==> src/rtl/ihex_pkg.sv <==
`default_nettype none
// +----------------------------------------------------------------------+
// | Module   : ihex_pkg                                                  |
// | Purpose  : Shared types and constants for the Intel HEX loader       |
// | Revision : 1.0  initial release                                      |
// +----------------------------------------------------------------------+
package ihex_pkg;

  // Parser state; ADR covers all four address nibbles
  typedef enum logic [3:0] {
    S_IDLE  = 4'd0,
    S_CNT_H = 4'd1,
    S_CNT_L = 4'd2,
    S_ADR   = 4'd3,
    S_TYP_H = 4'd4,
    S_TYP_L = 4'd5,
    S_DAT_H = 4'd6,
    S_DAT_L = 4'd7,
    S_CK_H  = 4'd8,
    S_CK_L  = 4'd9,
    S_DONE  = 4'd10,
    S_ERR   = 4'd11
  } state_t;

  // Record types
  localparam logic [7:0] REC_DATA = 8'h00;
  localparam logic [7:0] REC_EOF  = 8'h01;
  localparam logic [7:0] REC_ESA  = 8'h02;
  localparam logic [7:0] REC_SSA  = 8'h03;
  localparam logic [7:0] REC_ELA  = 8'h04;
  localparam logic [7:0] REC_SLA  = 8'h05;

  // Sticky error codes
  localparam logic [2:0] ERR_NONE  = 3'd0;
  localparam logic [2:0] ERR_CHAR  = 3'd1;
  localparam logic [2:0] ERR_CKSUM = 3'd2;
  localparam logic [2:0] ERR_RANGE = 3'd3;
  localparam logic [2:0] ERR_TYPE  = 3'd4;
  localparam logic [2:0] ERR_TRUNC = 3'd5;

endpackage : ihex_pkg
`default_nettype wire

==> src/rtl/ihex_nibble.sv <==
`default_nettype none
// +----------------------------------------------------------------------+
// | Module   : ihex_nibble                                               |
// | Purpose  : ASCII hex digit to 4-bit value decoder with valid flag    |
// | Revision : 1.0  initial release                                      |
// +----------------------------------------------------------------------+
module ihex_nibble (
  input  logic [7:0] i_char,
  output logic [3:0] o_nib,
  output logic       o_valid
);

  // Accept 0-9, A-F, a-f; anything else reports invalid
  always_comb begin
    o_nib   = 4'h0;
    o_valid = 1'b0;
    if (i_char >= 8'h30 && i_char <= 8'h39) begin
      o_nib   = 4'(i_char - 8'h30);
      o_valid = 1'b1;
    end else if (i_char >= 8'h41 && i_char <= 8'h46) begin
      o_nib   = 4'(i_char - 8'h37);
      o_valid = 1'b1;
    end else if (i_char >= 8'h61 && i_char <= 8'h66) begin
      o_nib   = 4'(i_char - 8'h57);
      o_valid = 1'b1;
    end
  end

endmodule : ihex_nibble
`default_nettype wire

==> src/rtl/ihex_loader.sv <==
`default_nettype none
// +----------------------------------------------------------------------+
// | Module   : ihex_loader                                               |
// | Purpose  : Streaming Intel HEX parser driving byte-lane RAM writes   |
// |            from the ioctl download path.                             |
// | Options  : IHEX_CKSUM_EN - enable record checksum verification       |
// | Revision : 1.0  initial release                                      |
// +----------------------------------------------------------------------+
module ihex_loader
  import ihex_pkg::*;
#(
  parameter int ADDR_W    = 15,
  parameter int BYTES     = 2,
  parameter int HEX_INDEX = 1
) (
  input  logic                              clk_sys,
  input  logic                              reset,
  input  logic                              ioctl_download,
  input  logic [7:0]                        ioctl_index,
  input  logic                              ioctl_wr,
  input  logic [7:0]                        ioctl_dout,
  output logic                              mem_we,
  output logic [ADDR_W-$clog2(BYTES)-1:0]   mem_addr,
  output logic [BYTES-1:0]                  mem_be,
  output logic [8*BYTES-1:0]                mem_data,
  output logic                              busy,
  output logic                              done,
  output logic [2:0]                        err
);

  localparam int LW = $clog2(BYTES);
  localparam int AW = ADDR_W - LW;

  state_t       r_state;
  state_t       w_state_nxt;

  logic         r_act_q;
  logic         r_busy;
  logic         r_done;
  logic [2:0]   r_err;
  logic [3:0]   r_nib_hi;
  logic [7:0]   r_count;
  logic [15:0]  r_offset;
  logic [1:0]   r_adr_cnt;
  logic [7:0]   r_type;
  logic [7:0]   r_idx;
  logic [7:0]   r_cksum;
  logic [15:0]  r_val;
  logic [31:0]  r_base;

  logic         r_we;
  logic [AW-1:0]      r_addr;
  logic [BYTES-1:0]   r_be;
  logic [8*BYTES-1:0] r_data;

  logic         w_act;
  logic         w_start;
  logic         w_fall;
  logic         w_strb;
  logic [3:0]   w_nib;
  logic         w_nib_ok;
  logic [7:0]   w_byte;
  logic [7:0]   w_sum;
  logic         w_ck_ok;
  logic [31:0]  w_eff;
  logic         w_in_range;
  logic [AW-1:0]      w_waddr;
  logic [BYTES-1:0]   w_wbe;

  logic         w_wr_req;
  logic         w_err_req;
  logic [2:0]   w_err_code;
  logic         w_done_set;
  logic         w_base_ld;

  ihex_nibble u_nib (
    .i_char  (ioctl_dout),
    .o_nib   (w_nib),
    .o_valid (w_nib_ok)
  );

  assign w_act   = ioctl_download && (ioctl_index == 8'(HEX_INDEX));
  assign w_start = w_act && !r_act_q;
  assign w_fall  = !w_act && r_act_q && r_busy;
  assign w_strb  = w_act && r_act_q && r_busy && ioctl_wr;

  assign w_byte     = {r_nib_hi, w_nib};
  assign w_sum      = r_cksum + w_byte;
  assign w_eff      = r_base + {16'h0000, r_offset} + {24'h000000, r_idx};
  assign w_in_range = ((w_eff >> ADDR_W) == 32'h0);

`ifdef IHEX_CKSUM_EN
  assign w_ck_ok = (w_sum == 8'h00);
`else
  assign w_ck_ok = 1'b1;
`endif

  generate
    if (LW > 0) begin : g_multi_lane
      assign w_waddr = w_eff[ADDR_W-1:LW];
      assign w_wbe   = BYTES'(1) << w_eff[LW-1:0];
    end else begin : g_single_lane
      assign w_waddr = w_eff[ADDR_W-1:0];
      assign w_wbe   = 1'b1;
    end
  endgenerate

  // Parser state register
  always_ff @(posedge clk_sys or posedge reset) begin
    if (reset) r_state <= S_IDLE;
    else       r_state <= w_state_nxt;
  end

  // Next-state decode plus write/error/status requests for the datapath
  always_comb begin
    w_state_nxt = r_state;
    w_wr_req    = 1'b0;
    w_err_req   = 1'b0;
    w_err_code  = ERR_NONE;
    w_done_set  = 1'b0;
    w_base_ld   = 1'b0;
    if (w_start || w_fall) begin
      w_state_nxt = S_IDLE;
    end else if (w_strb) begin
      if (r_state != S_IDLE && r_state != S_DONE && r_state != S_ERR && !w_nib_ok) begin
        w_state_nxt = S_ERR;
        w_err_req   = 1'b1;
        w_err_code  = ERR_CHAR;
      end else begin
        case (r_state)
          S_IDLE: begin
            if (ioctl_dout == 8'h3A) begin
              w_state_nxt = S_CNT_H;
            end else if (ioctl_dout != 8'h0D && ioctl_dout != 8'h0A &&
                         ioctl_dout != 8'h20 && ioctl_dout != 8'h09) begin
              w_state_nxt = S_ERR;
              w_err_req   = 1'b1;
              w_err_code  = ERR_CHAR;
            end
          end
          S_CNT_H: w_state_nxt = S_CNT_L;
          S_CNT_L: w_state_nxt = S_ADR;
          S_ADR:   if (r_adr_cnt == 2'd3) w_state_nxt = S_TYP_H;
          S_TYP_H: w_state_nxt = S_TYP_L;
          S_TYP_L: begin
            if (w_byte > REC_SLA ||
                ((w_byte == REC_ESA || w_byte == REC_ELA) && r_count != 8'd2)) begin
              w_state_nxt = S_ERR;
              w_err_req   = 1'b1;
              w_err_code  = ERR_TYPE;
            end else if (r_count == 8'd0) begin
              w_state_nxt = S_CK_H;
            end else begin
              w_state_nxt = S_DAT_H;
            end
          end
          S_DAT_H: w_state_nxt = S_DAT_L;
          S_DAT_L: begin
            if (r_type == REC_DATA) begin
              if (w_in_range) begin
                w_wr_req = 1'b1;
              end else begin
                w_err_req  = 1'b1;
                w_err_code = ERR_RANGE;
              end
            end
            w_state_nxt = ((r_idx + 8'd1) == r_count) ? S_CK_H : S_DAT_H;
          end
          S_CK_H: w_state_nxt = S_CK_L;
          S_CK_L: begin
            w_state_nxt = S_IDLE;
            if (!w_ck_ok) begin
              w_err_req  = 1'b1;
              w_err_code = ERR_CKSUM;
            end else if (r_type == REC_EOF) begin
              w_state_nxt = S_DONE;
              w_done_set  = 1'b1;
            end else if (r_type == REC_ESA || r_type == REC_ELA) begin
              w_base_ld = 1'b1;
            end
          end
          default: w_state_nxt = r_state;
        endcase
      end
    end
  end

  // Field capture, checksum accumulation and base address tracking
  always_ff @(posedge clk_sys or posedge reset) begin
    if (reset) begin
      r_nib_hi  <= 4'h0;
      r_count   <= 8'h00;
      r_offset  <= 16'h0000;
      r_adr_cnt <= 2'd0;
      r_type    <= 8'h00;
      r_idx     <= 8'h00;
      r_cksum   <= 8'h00;
      r_val     <= 16'h0000;
      r_base    <= 32'h0;
    end else if (w_start) begin
      r_base  <= 32'h0;
      r_cksum <= 8'h00;
    end else if (w_strb && (w_nib_ok || r_state == S_IDLE)) begin
      case (r_state)
        S_IDLE:  begin
          r_cksum   <= 8'h00;
          r_adr_cnt <= 2'd0;
        end
        S_CNT_H, S_TYP_H, S_DAT_H, S_CK_H: r_nib_hi <= w_nib;
        S_CNT_L: begin
          r_count <= w_byte;
          r_cksum <= w_sum;
        end
        S_ADR: begin
          r_offset  <= {r_offset[11:0], w_nib};
          r_adr_cnt <= r_adr_cnt + 2'd1;
          if (r_adr_cnt[0]) r_cksum <= w_sum;
          else              r_nib_hi <= w_nib;
        end
        S_TYP_L: begin
          r_type  <= w_byte;
          r_cksum <= w_sum;
          r_idx   <= 8'h00;
          r_val   <= 16'h0000;
        end
        S_DAT_L: begin
          r_cksum <= w_sum;
          r_idx   <= r_idx + 8'd1;
          r_val   <= {r_val[7:0], w_byte};
        end
        S_CK_L: begin
          r_cksum <= w_sum;
          if (w_base_ld) begin
            r_base <= (r_type == REC_ESA) ? {12'h000, r_val, 4'h0} : {r_val, 16'h0000};
          end
        end
        default: r_cksum <= r_cksum;
      endcase
    end
  end

  // Download window tracking and sticky status flags
  always_ff @(posedge clk_sys or posedge reset) begin
    if (reset) begin
      r_act_q <= 1'b1;
      r_busy  <= 1'b0;
      r_done  <= 1'b0;
      r_err   <= ERR_NONE;
    end else begin
      r_act_q <= w_act;
      if (w_start) begin
        r_busy <= 1'b1;
        r_done <= 1'b0;
        r_err  <= ERR_NONE;
      end else if (w_fall) begin
        r_busy <= 1'b0;
        if (!r_done && r_err == ERR_NONE) r_err <= ERR_TRUNC;
      end else begin
        if (w_done_set) r_done <= 1'b1;
        if (w_err_req && r_err == ERR_NONE) r_err <= w_err_code;
      end
    end
  end

  // Memory write port: one-cycle strobe with the byte replicated across lanes
  always_ff @(posedge clk_sys or posedge reset) begin
    if (reset) begin
      r_we   <= 1'b0;
      r_addr <= '0;
      r_be   <= '0;
      r_data <= '0;
    end else begin
      r_we <= w_wr_req;
      if (w_wr_req) begin
        r_addr <= w_waddr;
        r_be   <= w_wbe;
        r_data <= {BYTES{w_byte}};
      end
    end
  end

  assign mem_we   = r_we;
  assign mem_addr = r_addr;
  assign mem_be   = r_be;
  assign mem_data = r_data;
  assign busy     = r_busy;
  assign done     = r_done;
  assign err      = r_err;

endmodule : ihex_loader
`default_nettype wire

==> config.mk <==
export PLATFORM = sky130hd
export DESIGN_NAME = ihex_loader
export DESIGN_NICKNAME = d
export VERILOG_FILES = /design/src/rtl/ihex_pkg.sv /design/src/rtl/ihex_nibble.sv /design/src/rtl/ihex_loader.sv
export SDC_FILE = /design/constraint.sdc
export NUM_CORES = 1
export LEC_CHECK = 0
export CORE_AREA = 4 4 186 188
export DETAILED_ROUTE_END_ITERATION = 8
export DIE_AREA = 0 0 190 192
export GPL_TIMING_DRIVEN = 1
export PLACE_DENSITY_LB_ADDON = 0.2
export SYNTH_ARGS = -nofsm -noshare
export SYNTH_HDL_FRONTEND = slang
export SYNTH_SLANG_ARGS = --single-unit
export TNS_END_PERCENT = 30
==> constraint.sdc <==
create_clock -name clk_sys -period 6.35 [get_ports clk_sys]
set_input_delay 1.27 -clock clk_sys [delete_from_list [all_inputs] [get_ports clk_sys]]
set_output_delay 1.27 -clock clk_sys [all_outputs]
set_load 0.02 [all_outputs]
==> metrics <==
final setup TNS 0 ns; CTS resizes 0; max_slew headroom 0.376; vias 5645; Main synth FF type dfrtp_1; Placer Congestion 0.787; core area 33100 µm²; CTS tree yes; syn nets 808; Worst-Skew Late Latency 0.42 ns; final hold slack 0.502 ns; Synth Warn # 0; fraction of registers with async set/reset 1.00; pins over their slew limit 0; critical path data arrival time 5.04 ns; Reg area 3130 µm²; Cell Pwr Density 206 nW/µm²; chip width 190 µm; Tot GR Track Use 0.115; Initial DRC Count 353; share of post-route cells with drive strength above 1 0.133; Yosys reg bits 125; HPWL after DPL 14800 µm; Peak VDD IR 0.180 mV; DRT Wirelength 20300 µm; CP Cell Sequence inv_1 -> fa_1 -> inv_1 -> ha_1 -> o211ai_1 -> o211ai_1 -> a22oi_1 -> or3_1 -> nand4_1 -> a211oi_1 -> nand4_1 -> or4_4 -> nor3_4 -> buf_4 -> mux2_2; Slowest-stage cell, CP or4_4; Longest Clk Path Bufs 2; initial core utilization 0.225; Detail Route Antenna Nets 0; CP bufs+invs 3; area delta synth->final 21.2%; kind of critical path reg2reg; hold crit path type reg2reg; hold buffers post-CTS 0; Crit path max-delay family simple AND/OR/NAND/NOR gates; most frequent cells in the layout dfrtp_1 (124), nand2_1 (76), clkdlybuf4s50_1 (57); share of the synthesized area in the top cell type 0.416; Post-Syn Area 7460 µm²; first drt pass iteration count 5; initial antenna violation count 0; endpoints failing hold 0; clock skew 0.0131 ns; Hold Path Depth 1; Worst setup EP type flip-flop; post-synthesis sequential area ratio 0.419; Avg Cell Area, Syn 9.98 µm²; Worst-path clk slew 0.06 ns; grt ovf 0; period utilisation layout 0.746; Crit path required time 6.65 ns; antenna diode count 0; static leakage 4.11 nW; row count 67; WL/cell 16.1 µm; clock sink count 125; critical path's largest stage delay 0.60 ns; first-pass GRT wire length 33300 µm; type of origin of the critical path flip-flop; Reg2Reg Depth 15; worst-path fanout max 25; drc violations 0; synth unique cells 74; Max-cap violations 0; Area contributors post-synth dfrtp_1 (42%), ha_1 (5.9%), mux2_2 (3.9%), nand2_1 (3.8%), mux2_4 (3.2%); status finished, final reports clean; Post-Synthesis Cells 748; Die Ht 192 µm; Post-synth EDFFs 0; die area 36500 µm²; I/O Buffers 57; worst-margin pin slew 0.934 ns; setup bufs post-CTS 0; Crit. path cell count 15; max frequency 211 MHz; largest net degree at the start of global routing 57; Synth area leader dfrtp_1; nets 856; Final Critical Period 4.74 ns; CTS root buf clkbuf_16; vias per cell 4.49; setup violators final 0; Ports 58; Multi-input gate area 4010 µm²; vias in the first global route 5775; TritonCTS buffer count 17; H-tree lvl count 4; commonest non-fill, non-tap cell in the layout dfrtp_1; RSZ-0062 raised after global routing no; Fill cells 3477
[metal layers]
metal	vias up	wire length, µm	GRT usage
li1	2825	-	-
met1	2730	10600	0.170
met2	78	8980	0.172
met3	12	504	0.0225
met4	0	172	0.0264
met5	-	0	0
[power breakdown]
group          internal [W]  total [W]  switching, W  leakage, nW
Clock              0.000592    0.00101      0.000413        0.297
Combinational     0.0000239  0.0000612     0.0000373         2.11
Sequential         0.000798   0.000802    0.00000311         1.71
[worst paths after layout]
path | from | endpoint | slack, ns
worst min-delay path | r_type[6] | r_type[6] | 0.50
max in group asynchronous | reset | r_base[28] | 4.03
min in group asynchronous | reset | mem_we | 1.32
worst max-delay path | r_idx[4] | mem_addr[11] | 1.61
worst min register to register | r_type[6] | r_type[6] | 0.50
worst max register to register | r_idx[4] | mem_addr[11] | 1.61
[cell families (layout without fill, tap and decap cells)]
| family | Yosys count | in the layout | share of synthesized area |
|---|---|---|---|
| AOI/OAI and AO/OA | 189 | 189 | 0.176 |
| xor gates and xnor gates | 31 | 31 | 0.0364 |
| adders and majority gates | 40 | 40 | 0.0721 |
| buffers and inverters | 66 | 127 | 0.0436 |
| DFF | 125 | 125 | 0.419 |
| muxes | 55 | 55 | 0.0889 |
| and+or+nand+nor | 242 | 242 | 0.163 |
[Yosys cell counts, types with 6 or more instances]
library cell and number:
dfrtp_1 124, nand2_1 76, nor2_1 52, a21oi_1 44, ha_1 35, o21ai_0 31, inv_1 29, nand3_1 27
a22o_1 26, mux2_2 26, xnor2_1 19, clkbuf_1 17, mux2_4 16, mux2i_1 13, xor2_1 12, o31ai_1 11
a21o_1 10, nand4_1 10, buf_2 9, buf_4 9, nand2b_1 9, nor3_1 9, a211oi_1 8, o211ai_1 8
nor3b_1 6, or2_2 6
[through the flow]
step | cell area [µm²] | total power (W) | std cells | utilization | worst slack (ns)
after floorplan | 7460 | 0.000849 | 748 | - | 1.75
after global placement | 8450 | 0.000880 | 1225 | 0.255 | 1.36
after detailed placement | 8450 | 0.000880 | 1225 | 0.255 | 1.30
after CTS | 9050 | 0.00190 | 1257 | 0.273 | 1.50
after global routing | 9050 | 0.00194 | 1257 | 0.273 | 1.25
final | 9050 | 0.00187 | 1257 | 0.273 | 1.61
[state kept, by name (all words and copies together), names as in the netlist, 8 cells and up]
| signal | flops |
|---|---|
| mem_addr | 14 |
| mem_data | 8 |
| r_base | 28 |
| r_count | 8 |
| r_idx | 8 |
| r_offset | 16 |
| r_type | 8 |
| r_val | 16 |
[worst register-to-register path: cells and delay by family, from the launching register on]
kind	cells	cell delay, ns
adders and majority gates	2	0.87
AOI/OAI and AO/OA	4	0.98
and+or+nand+nor	5	1.25
buffers and inverters	3	0.65
DFF	1	0.45
muxes	1	0.45
[cell type report]
type,instances,share of cell area
multi-input cells,557,0.443
flip-flops and latches,125,0.346
repair buffers,66,0.0705
well taps,448,0.0619
clock buffers,17,0.0470
clock inverters,15,0.0194
inverters,29,0.0123
(Power assumes the default switching activity.)
